==> src/rtl/helppll_loopfilter.sv <==
// Helper-PLL PI loop filter: fractional integral accumulator, registered tune word
// on a valid/ready handshake, and an IDLE/ACQ/TRACK/HOLD lock state machine.
module helppll_loopfilter #(
  parameter int DWIDTH     = 32,
  parameter int OUTW       = 16,
  parameter int FRAC       = 16,
  parameter int KP_SHIFT   = 4,
  parameter int KI_ACQ     = 2,
  parameter int KI_TRK     = 8,
  parameter int INIT_TUNE  = 32768,
  parameter int LOCK_TOL   = 2,
  parameter int LOCK_CNT   = 8,
  parameter int UNLOCK_TOL = 16,
  parameter int TIMEOUT    = 65535
) (
  input  logic              clk,
  input  logic              rst_n,
  input  logic              enable,
  input  logic              hold,
  input  logic [DWIDTH-1:0] freqdiff,
  input  logic              stb_freqdiff,
  output logic [OUTW-1:0]   tune,
  output logic              tune_valid,
  input  logic              tune_ready,
  output logic              locked,
  output logic [1:0]        state_o,
  output logic              overrun,
  output logic              stale,
  output logic [7:0]        unlock_cnt
);

  typedef enum logic [1:0] {
    ST_IDLE  = 2'd0,
    ST_ACQ   = 2'd1,
    ST_TRACK = 2'd2,
    ST_HOLD  = 2'd3
  } state_t;

  localparam int AW  = OUTW + FRAC + 2;
  // Working width holds acc minus the largest shifted sample without overflow.
  localparam int WW  = ((AW > DWIDTH + FRAC) ? AW : DWIDTH + FRAC) + 2;
  localparam int LCW = $clog2(LOCK_CNT + 1);
  localparam int TW  = $clog2(TIMEOUT + 1);

  localparam logic signed [WW-1:0] ACC_MAX  = {{(WW-OUTW){1'b0}}, {OUTW{1'b1}}} << FRAC;
  localparam logic signed [AW-1:0] ACC_INIT = AW'(INIT_TUNE) << FRAC;

  function automatic logic signed [AW-1:0] sat_acc(input logic signed [WW-1:0] v);
    if (v < 0)            return '0;
    else if (v > ACC_MAX) return AW'(ACC_MAX);
    else                  return AW'(v);
  endfunction

  // The most negative sample has no positive twin; it saturates to the largest magnitude.
  function automatic logic [DWIDTH-1:0] magnitude(input logic [DWIDTH-1:0] v);
    if (v == {1'b1, {(DWIDTH-1){1'b0}}}) return {1'b0, {(DWIDTH-1){1'b1}}};
    else if (v[DWIDTH-1])                return -v;
    else                                 return v;
  endfunction

  state_t                  state_q, state_d, saved_q, saved_d;
  logic signed [AW-1:0]    acc_q, acc_d;
  logic [DWIDTH-1:0]       fdr_q, fdr_d;
  logic                    upd_q, upd_d;
  logic [OUTW-1:0]         tune_q, tune_d;
  logic                    tv_q, tv_d;
  logic                    locked_q, locked_d;
  logic                    overrun_q, overrun_d;
  logic                    stale_q, stale_d;
  logic [7:0]              ucnt_q, ucnt_d;
  logic [LCW-1:0]          lcnt_q, lcnt_d;
  logic [TW-1:0]           tcnt_q, tcnt_d;

  logic signed [WW-1:0]    fd_ext, fdr_ext, acc_ext, int_step;
  logic signed [AW-1:0]    acc_upd;
  logic [OUTW-1:0]         tune_calc, issue_tune;
  logic [DWIDTH-1:0]       fd_mag;
  logic                    active, in_lock, lose_lock, lock_hit, to_hit, issue;

  assign fd_ext    = {{(WW-DWIDTH){freqdiff[DWIDTH-1]}}, freqdiff};
  assign fdr_ext   = {{(WW-DWIDTH){fdr_q[DWIDTH-1]}}, fdr_q};
  assign acc_ext   = {{(WW-AW){acc_q[AW-1]}}, acc_q};
  assign int_step  = (state_q == ST_TRACK) ? (fd_ext <<< (FRAC - KI_TRK))
                                           : (fd_ext <<< (FRAC - KI_ACQ));
  assign acc_upd   = sat_acc(acc_ext - int_step);
  assign tune_calc = OUTW'(sat_acc(acc_ext - (fdr_ext <<< (FRAC - KP_SHIFT))) >>> FRAC);

  assign fd_mag    = magnitude(freqdiff);
  assign in_lock   = fd_mag <= DWIDTH'(LOCK_TOL);
  assign lose_lock = fd_mag >  DWIDTH'(UNLOCK_TOL);
  assign lock_hit  = in_lock && (lcnt_q == LCW'(LOCK_CNT - 1));
  assign active    = (state_q == ST_ACQ) || (state_q == ST_TRACK);
  assign to_hit    = active && !stb_freqdiff && (tcnt_q == TW'(TIMEOUT - 1));

  // NOTE: asynchronous active-low reset; all state uses non-blocking assignment.
  always_ff @(posedge clk or negedge rst_n) begin
    if (!rst_n) begin
      state_q <= ST_IDLE;
      saved_q <= ST_IDLE;
    end else begin
      state_q <= state_d;
      saved_q <= saved_d;
    end
  end

  // NOTE: every combinational output is defaulted first so no latch is inferred.
  always_comb begin
    state_d = state_q;
    saved_d = saved_q;
    if (!enable) begin
      state_d = ST_IDLE;
    end else begin
      case (state_q)
        ST_IDLE: state_d = ST_ACQ;
        ST_ACQ, ST_TRACK: begin
          if (hold) begin
            state_d = ST_HOLD;
            saved_d = state_q;
          end else if (to_hit) begin
            state_d = ST_ACQ;
          end else if (stb_freqdiff) begin
            if (state_q == ST_ACQ && lock_hit)        state_d = ST_TRACK;
            else if (state_q == ST_TRACK && lose_lock) state_d = ST_ACQ;
          end
        end
        ST_HOLD: if (!hold) state_d = saved_q;
        default: state_d = ST_IDLE;
      endcase
    end
  end

  always_comb begin
    acc_d      = acc_q;
    fdr_d      = fdr_q;
    upd_d      = 1'b0;
    tune_d     = tune_q;
    tv_d       = tv_q && !tune_ready;
    locked_d   = locked_q;
    overrun_d  = overrun_q;
    stale_d    = stale_q;
    ucnt_d     = ucnt_q;
    lcnt_d     = lcnt_q;
    tcnt_d     = tcnt_q;
    issue      = 1'b0;
    issue_tune = tune_calc;
    if (!enable) begin
      locked_d = 1'b0;
      tv_d     = 1'b0;
      lcnt_d   = '0;
      tcnt_d   = '0;
    end else begin
      issue = upd_q;
      case (state_q)
        ST_IDLE: begin
          acc_d      = ACC_INIT;
          issue      = 1'b1;
          issue_tune = OUTW'(INIT_TUNE);
          lcnt_d     = '0;
          tcnt_d     = '0;
        end
        ST_ACQ, ST_TRACK: begin
          if (!hold) begin
            if (to_hit) begin
              locked_d = 1'b0;
              stale_d  = 1'b1;
              tcnt_d   = '0;
              lcnt_d   = '0;
            end else if (stb_freqdiff) begin
              tcnt_d = '0;
              acc_d  = acc_upd;
              fdr_d  = freqdiff;
              upd_d  = 1'b1;
              if (state_q == ST_ACQ) begin
                if (lock_hit) begin
                  locked_d = 1'b1;
                  lcnt_d   = '0;
                end else if (in_lock) begin
                  lcnt_d = lcnt_q + LCW'(1);
                end else begin
                  lcnt_d = '0;
                end
              end else if (lose_lock) begin
                locked_d = 1'b0;
                if (ucnt_q != 8'hFF) ucnt_d = ucnt_q + 8'd1;
              end
            end else begin
              tcnt_d = tcnt_q + TW'(1);
            end
          end
        end
        ST_HOLD: begin
          if (!hold) begin
            lcnt_d = '0;
            tcnt_d = '0;
          end
        end
        default: ;
      endcase
      // Latest tune wins; replacing one the DAC writer has not taken is flagged.
      if (issue) begin
        tune_d = issue_tune;
        tv_d   = 1'b1;
        if (tv_q && !tune_ready) overrun_d = 1'b1;
      end
    end
  end

  always_ff @(posedge clk or negedge rst_n) begin
    if (!rst_n) begin
      acc_q     <= ACC_INIT;
      fdr_q     <= '0;
      upd_q     <= 1'b0;
      tune_q    <= OUTW'(INIT_TUNE);
      tv_q      <= 1'b0;
      locked_q  <= 1'b0;
      overrun_q <= 1'b0;
      stale_q   <= 1'b0;
      ucnt_q    <= '0;
      lcnt_q    <= '0;
      tcnt_q    <= '0;
    end else begin
      acc_q     <= acc_d;
      fdr_q     <= fdr_d;
      upd_q     <= upd_d;
      tune_q    <= tune_d;
      tv_q      <= tv_d;
      locked_q  <= locked_d;
      overrun_q <= overrun_d;
      stale_q   <= stale_d;
      ucnt_q    <= ucnt_d;
      lcnt_q    <= lcnt_d;
      tcnt_q    <= tcnt_d;
    end
  end

  assign tune       = tune_q;
  assign tune_valid = tv_q;
  assign locked     = locked_q;
  assign state_o    = state_q;
  assign overrun    = overrun_q;
  assign stale      = stale_q;
  assign unlock_cnt = ucnt_q;

endmodule

==> config.mk <==
export PLATFORM = sky130hd
export DESIGN_NAME = helppll_loopfilter
export DESIGN_NICKNAME = d
export VERILOG_FILES = /design/src/rtl/helppll_loopfilter.sv
export SDC_FILE = /design/constraint.sdc
export NUM_CORES = 1
export LEC_CHECK = 0
export CAP_MARGIN = 15
export CORE_MARGIN = 1
export CORE_UTILIZATION = 34
export CTS_BUF_LIST = sky130_fd_sc_hd__clkbuf_8
export DETAILED_ROUTE_END_ITERATION = 7
export PLACE_DENSITY = 0.55
export SYNTH_ARGS = -nofsm -noshare
export SYNTH_HDL_FRONTEND = slang
export SYNTH_SLANG_ARGS = --single-unit
==> constraint.sdc <==
create_clock -name clk -period 6.5 [get_ports clk]
set_clock_uncertainty 0.1 [all_clocks]
set_input_delay 1.3 -clock clk [delete_from_list [all_inputs] [get_ports clk]]
set_output_delay 1.3 -clock clk [all_outputs]
set_load 0.1 [all_outputs]
==> results.txt <==
----------------------------------------------------
[Flow run]
  # Max-Cap Violations ... 0

[Power]
  Leakage component of the power ... 0.00510 µW
  Combinational share of power ... 0.622
  Switching power share of the total ... 0.509
  Power per unit of standard cell area ... 310 nW/µm²
  Portion of total power attributed to the clock network ... 0.126
  Switch Pwr ... 1920 µW
  Share of power burned in registers ... 0.252
  Worst VDD drop ... 127 µV
  Post-layout total power ... 3770 µW
  Internal portion of total power ... 1850 µW

[Synth]
  Fraction of synthesis flops using an asynchronous set or reset pin ... 1.00
  Mean post-synth cell area ... 7.71 µm²
  Netlist area before placement ... 10800 µm²
  Dominant combinational cell family by area after synthesis ... compound AO/OA/AOI/OAI gates
  Share of the synthesized area in compound gates (AO/OA/AOI/OAI) ... 0.271
  Fraction of synthesized area in multiplexers ... 0.0399
  Post-Synth Simple-Gate Area ... 0.230
  Commonest register cell after synthesis ... dfrtp_1
  Cells after Synth ... 1406
  Synth Register Bits ... 111
  Yosys warnings ... 0
  Xor and xnor fraction of the mapped netlist area ... 0.0485
  Register area share after synthesis ... 0.256
  Count of distinct cell types in the synthesized netlist ... 87
  Syn nets ... 1528
  Arithmetic-cell share of the synthesized area counting full adders, half adders and majority gates ... 0.0983
  Number of flops mapped to enable cells by yosys ... 0

[Placement]
  Final Wtd Congestion ... 0.960
  Area after detailed placement ... 11900 µm²
  Pre-CTS setup slack ... 0.463 ns
  Number of port buffers ... 67
  Detail Placement HPWL ... 27.5 mm

[Floorplan]
  Floorplan die width ... 181 µm
  Rows ... 65
  Die outline area ... 32600 µm²
  Initial core utilization ... 0.344
  Overall die height ... 181 µm
  Core region area ... 31500 µm²
  Ports placed on the boundary ... 68

[Detailed routing]
  Number of routed nets with antenna violations ... 0
  Post-DR vias/cell ... 5.86
  Final Routed Wirelength ... 35.0 mm
  DRC ... 0
  Via Count ... 10800
  Violation count after the first detailed-routing iteration ... 711
  Avg WL per Cell ... 19.0 µm
  Length of the first detailed-routing pass in iterations ... 5

[STA]
  Number of max-slew violations in the final report ... 0
  Tightest slew margin relative to the limit ... 0.246
  Smallest hold slack ... 0.382 ns
  Fin crit share ... 0.895
  Transition time of the tightest slew-check pin ... 1.13 ns
  Number of setup violations in the final report ... 0
  Setup repair after global routing missed its margin ... no
  Fmax ... 172 MHz
  Fin Setup TNS ... 0 ns
  Final Hold Vio Count ... 0
  Fin worst setup slack ... 0.683 ns
  Final min period ... 5.82 ns

[Clock tree]
  Clock sink total ... 111
  Clock-pin slew of the registers on the worst-case setup and hold paths ... 0.13 ns
  Post-CTS setup buffer count ... 0
  Clock root buffer ... clkbuf_8
  Clock tree from TritonCTS ... yes
  Hold buffer count at CTS ... 0
  Worst skew pair latency ... 0.40 ns
  Post-cts repair resize count ... 0
  Worst-case clock buffer depth ... 2
  Number of H-tree levels ... 3
  TritonCTS Buffers ... 9

[Layout]
  Number of antenna repair diodes ... 0
  Area growth, synth to finish ... 12.3%
  Net total in the final layout ... 1556
  Design Area, Final ... 12200 µm²
  Commonest cells after routing, fill and taps aside ... 172 x nand2_1, 120 x a21oi_1, 111 x o21ai_0
  Share of post-route cells with drive strength above 1 ... 0.0563
  Leading cell type in the layout, fill and taps excluded ... nand2_1

[Setup path]
  Total stage count of the critical path ... 16
  Ordered cell list for the critical path ... clkdlybuf4s50_1 -> inv_1 -> nor2_1 -> ha_1 -> fa_1 -> nand3b_1 -> a211oi_1 -> or3_1 -> a21bo_2 -> a221o_1 -> xnor2_1 -> or4_1 -> a2111oi_0 -> and3_1 -> buf_4 -> a41oi_1
  Maximum fanout along the worst path ... 24
  Worst Path Required ... 6.62 ns
  Type of the worst setup path ... in2reg
  Capturing element type of the critical path ... register
  Crit-path max cell delay ... 0.73 ns
  Library cell contributing the largest single delay on the critical path ... clkdlybuf4s50_1
  Crit path DAT ... 5.93 ns
  Worst path bufs/invs ... 3
  Nature of the critical path startpoint ... primary input
  Kind of cell adding the most delay to the critical path ... simple AND/OR/NAND/NOR gates
  Worst Reg-to-Reg Cells ... 16

[GRT]
  Antenna violations before repair ... 1
  Global-route usage over all layers ... 0.214
  Via count of the first global-routing pass ... 10200
  Gr ovfl total ... 0
  Maximum number of pins on one net before global-route repair ... 58
  Wire length of the first global-routing pass ... 56.1 mm

[Hold path]
  Hold crit path type ... reg2reg
  Hold Path Stages ... 1

[Status]
  Status ... finished, final reports clean

----------------------------------------------------
[cell type report]
type                            count  area [µm²]
Clock buffer                        9         124
Sequential cell                   111        2780
Clock inverter                      7        97.6
Inverter                           74         278
Tap cell                          402         503
Timing Repair Buffer              100         916
Fill cell                        3234       19300
Multi-Input combinational cell   1138        7470
[logic make-up after synthesis]
kind of cell,Yosys count
xor gates and xnor gates,60
buffers and inverters,157
and+or+nand+nor,499
muxes,42
DFF,111
adders and majority gates,84
AOI/OAI and AO/OA,453
[worst paths after layout]
| path | startpoint | endpoint | slack (ns) |
|---|---|---|---|
| worst max register to register | state_o[0] | acc_q[27] | 0.83 |
| max in group asynchronous | rst_n | fdr_q[26] | 4.20 |
| worst min register to register | stale | stale | 0.38 |
| worst max-delay path | freqdiff[0] | acc_q[27] | 0.68 |
| worst min-delay path | stale | stale | 0.38 |
| min in group asynchronous | rst_n | stale | 0.85 |
[state kept, by name (all words and copies together), names as in the netlist]
| signal | flops |
|---|---|
| stale | 1 |
| acc_q | 26 |
| tcnt_q | 16 |
| lcnt_q | 4 |
| fdr_q | 32 |
| tune_valid | 1 |
| locked | 1 |
| overrun | 1 |
| unlock_cnt | 8 |
| state_o | 2 |
| saved_q | 2 |
| upd_q | 1 |
| tune | 16 |
[synth_stat cells (8+ instances only)]
| cell | n | share of area |
|---|---|---|
| a41oi_1 | 9 | 0.0073 |
| a21o_1 | 22 | 0.015 |
| clkbuf_1 | 71 | 0.025 |
| and2_1 | 11 | 0.0063 |
| nand3_1 | 27 | 0.012 |
| and3_1 | 23 | 0.013 |
| a31oi_1 | 31 | 0.018 |
| a211oi_1 | 9 | 0.0062 |
| o21a_1 | 14 | 0.0097 |
| nor4_1 | 26 | 0.015 |
| nand2_1 | 172 | 0.060 |
| or3_1 | 13 | 0.0075 |
| a22o_1 | 9 | 0.0073 |
| nand2b_1 | 12 | 0.0069 |
| nor2b_1 | 10 | 0.0058 |
| o21ai_0 | 111 | 0.051 |
| nor3b_1 | 8 | 0.0055 |
| inv_1 | 74 | 0.026 |
| dfrtp_1 | 109 | 0.25 |
| nand4_1 | 36 | 0.021 |
| o22ai_1 | 8 | 0.0046 |
| xnor2_1 | 34 | 0.027 |
| o211ai_1 | 18 | 0.012 |
| xor2_1 | 26 | 0.021 |
| a21oi_1 | 120 | 0.055 |
| nor2_1 | 91 | 0.032 |
| o31ai_1 | 16 | 0.011 |
| nor3_1 | 36 | 0.017 |
| ha_1 | 82 | 0.095 |
| mux2i_1 | 34 | 0.031 |
[power by group through the flow]
stage          Combinational, µW  Clock, µW  Sequential [µW]
6_report                    2340        476              949
5_1_grt                     2580        511              970
4_1_cts                     2310        488              947
3_5_place_dp                2300          0              961
3_3_place_gp                2280          0              957
2_1_floorplan               1540          0             1100
[through the flow]
step / cells / utilization
after CTS: 1840 / 0.386
final: 1841 / 0.387
after detailed placement: 1824 / 0.379
after global placement: 1823 / 0.379
after floorplan: 1406 / -
after global routing: 1841 / 0.387
[metal layers]
| metal | up-vias | track usage | routed length, µm |
|---|---|---|---|
| met1 | 5109 | 0.309 | 17100 |
| li1 | 5264 | - | - |
| met3 | 56 | 0.0218 | 1670 |
| met5 | - | 0 | 12 |
| met4 | 2 | 0.0749 | 940 |
| met2 | 352 | 0.329 | 15300 |
[worst reg2reg max path: cells and delay by family (launching register included)]
kind | cells | cell delay, ns
AOI/OAI and AO/OA | 6 | 1.67
and+or+nand+nor | 3 | 1.13
adders and majority gates | 2 | 0.98
buffers and inverters | 3 | 0.77
DFF | 1 | 0.49
muxes | 1 | 0.20
xor gates and xnor gates | 1 | 0.14
Power figures use the tool's default switching activity.
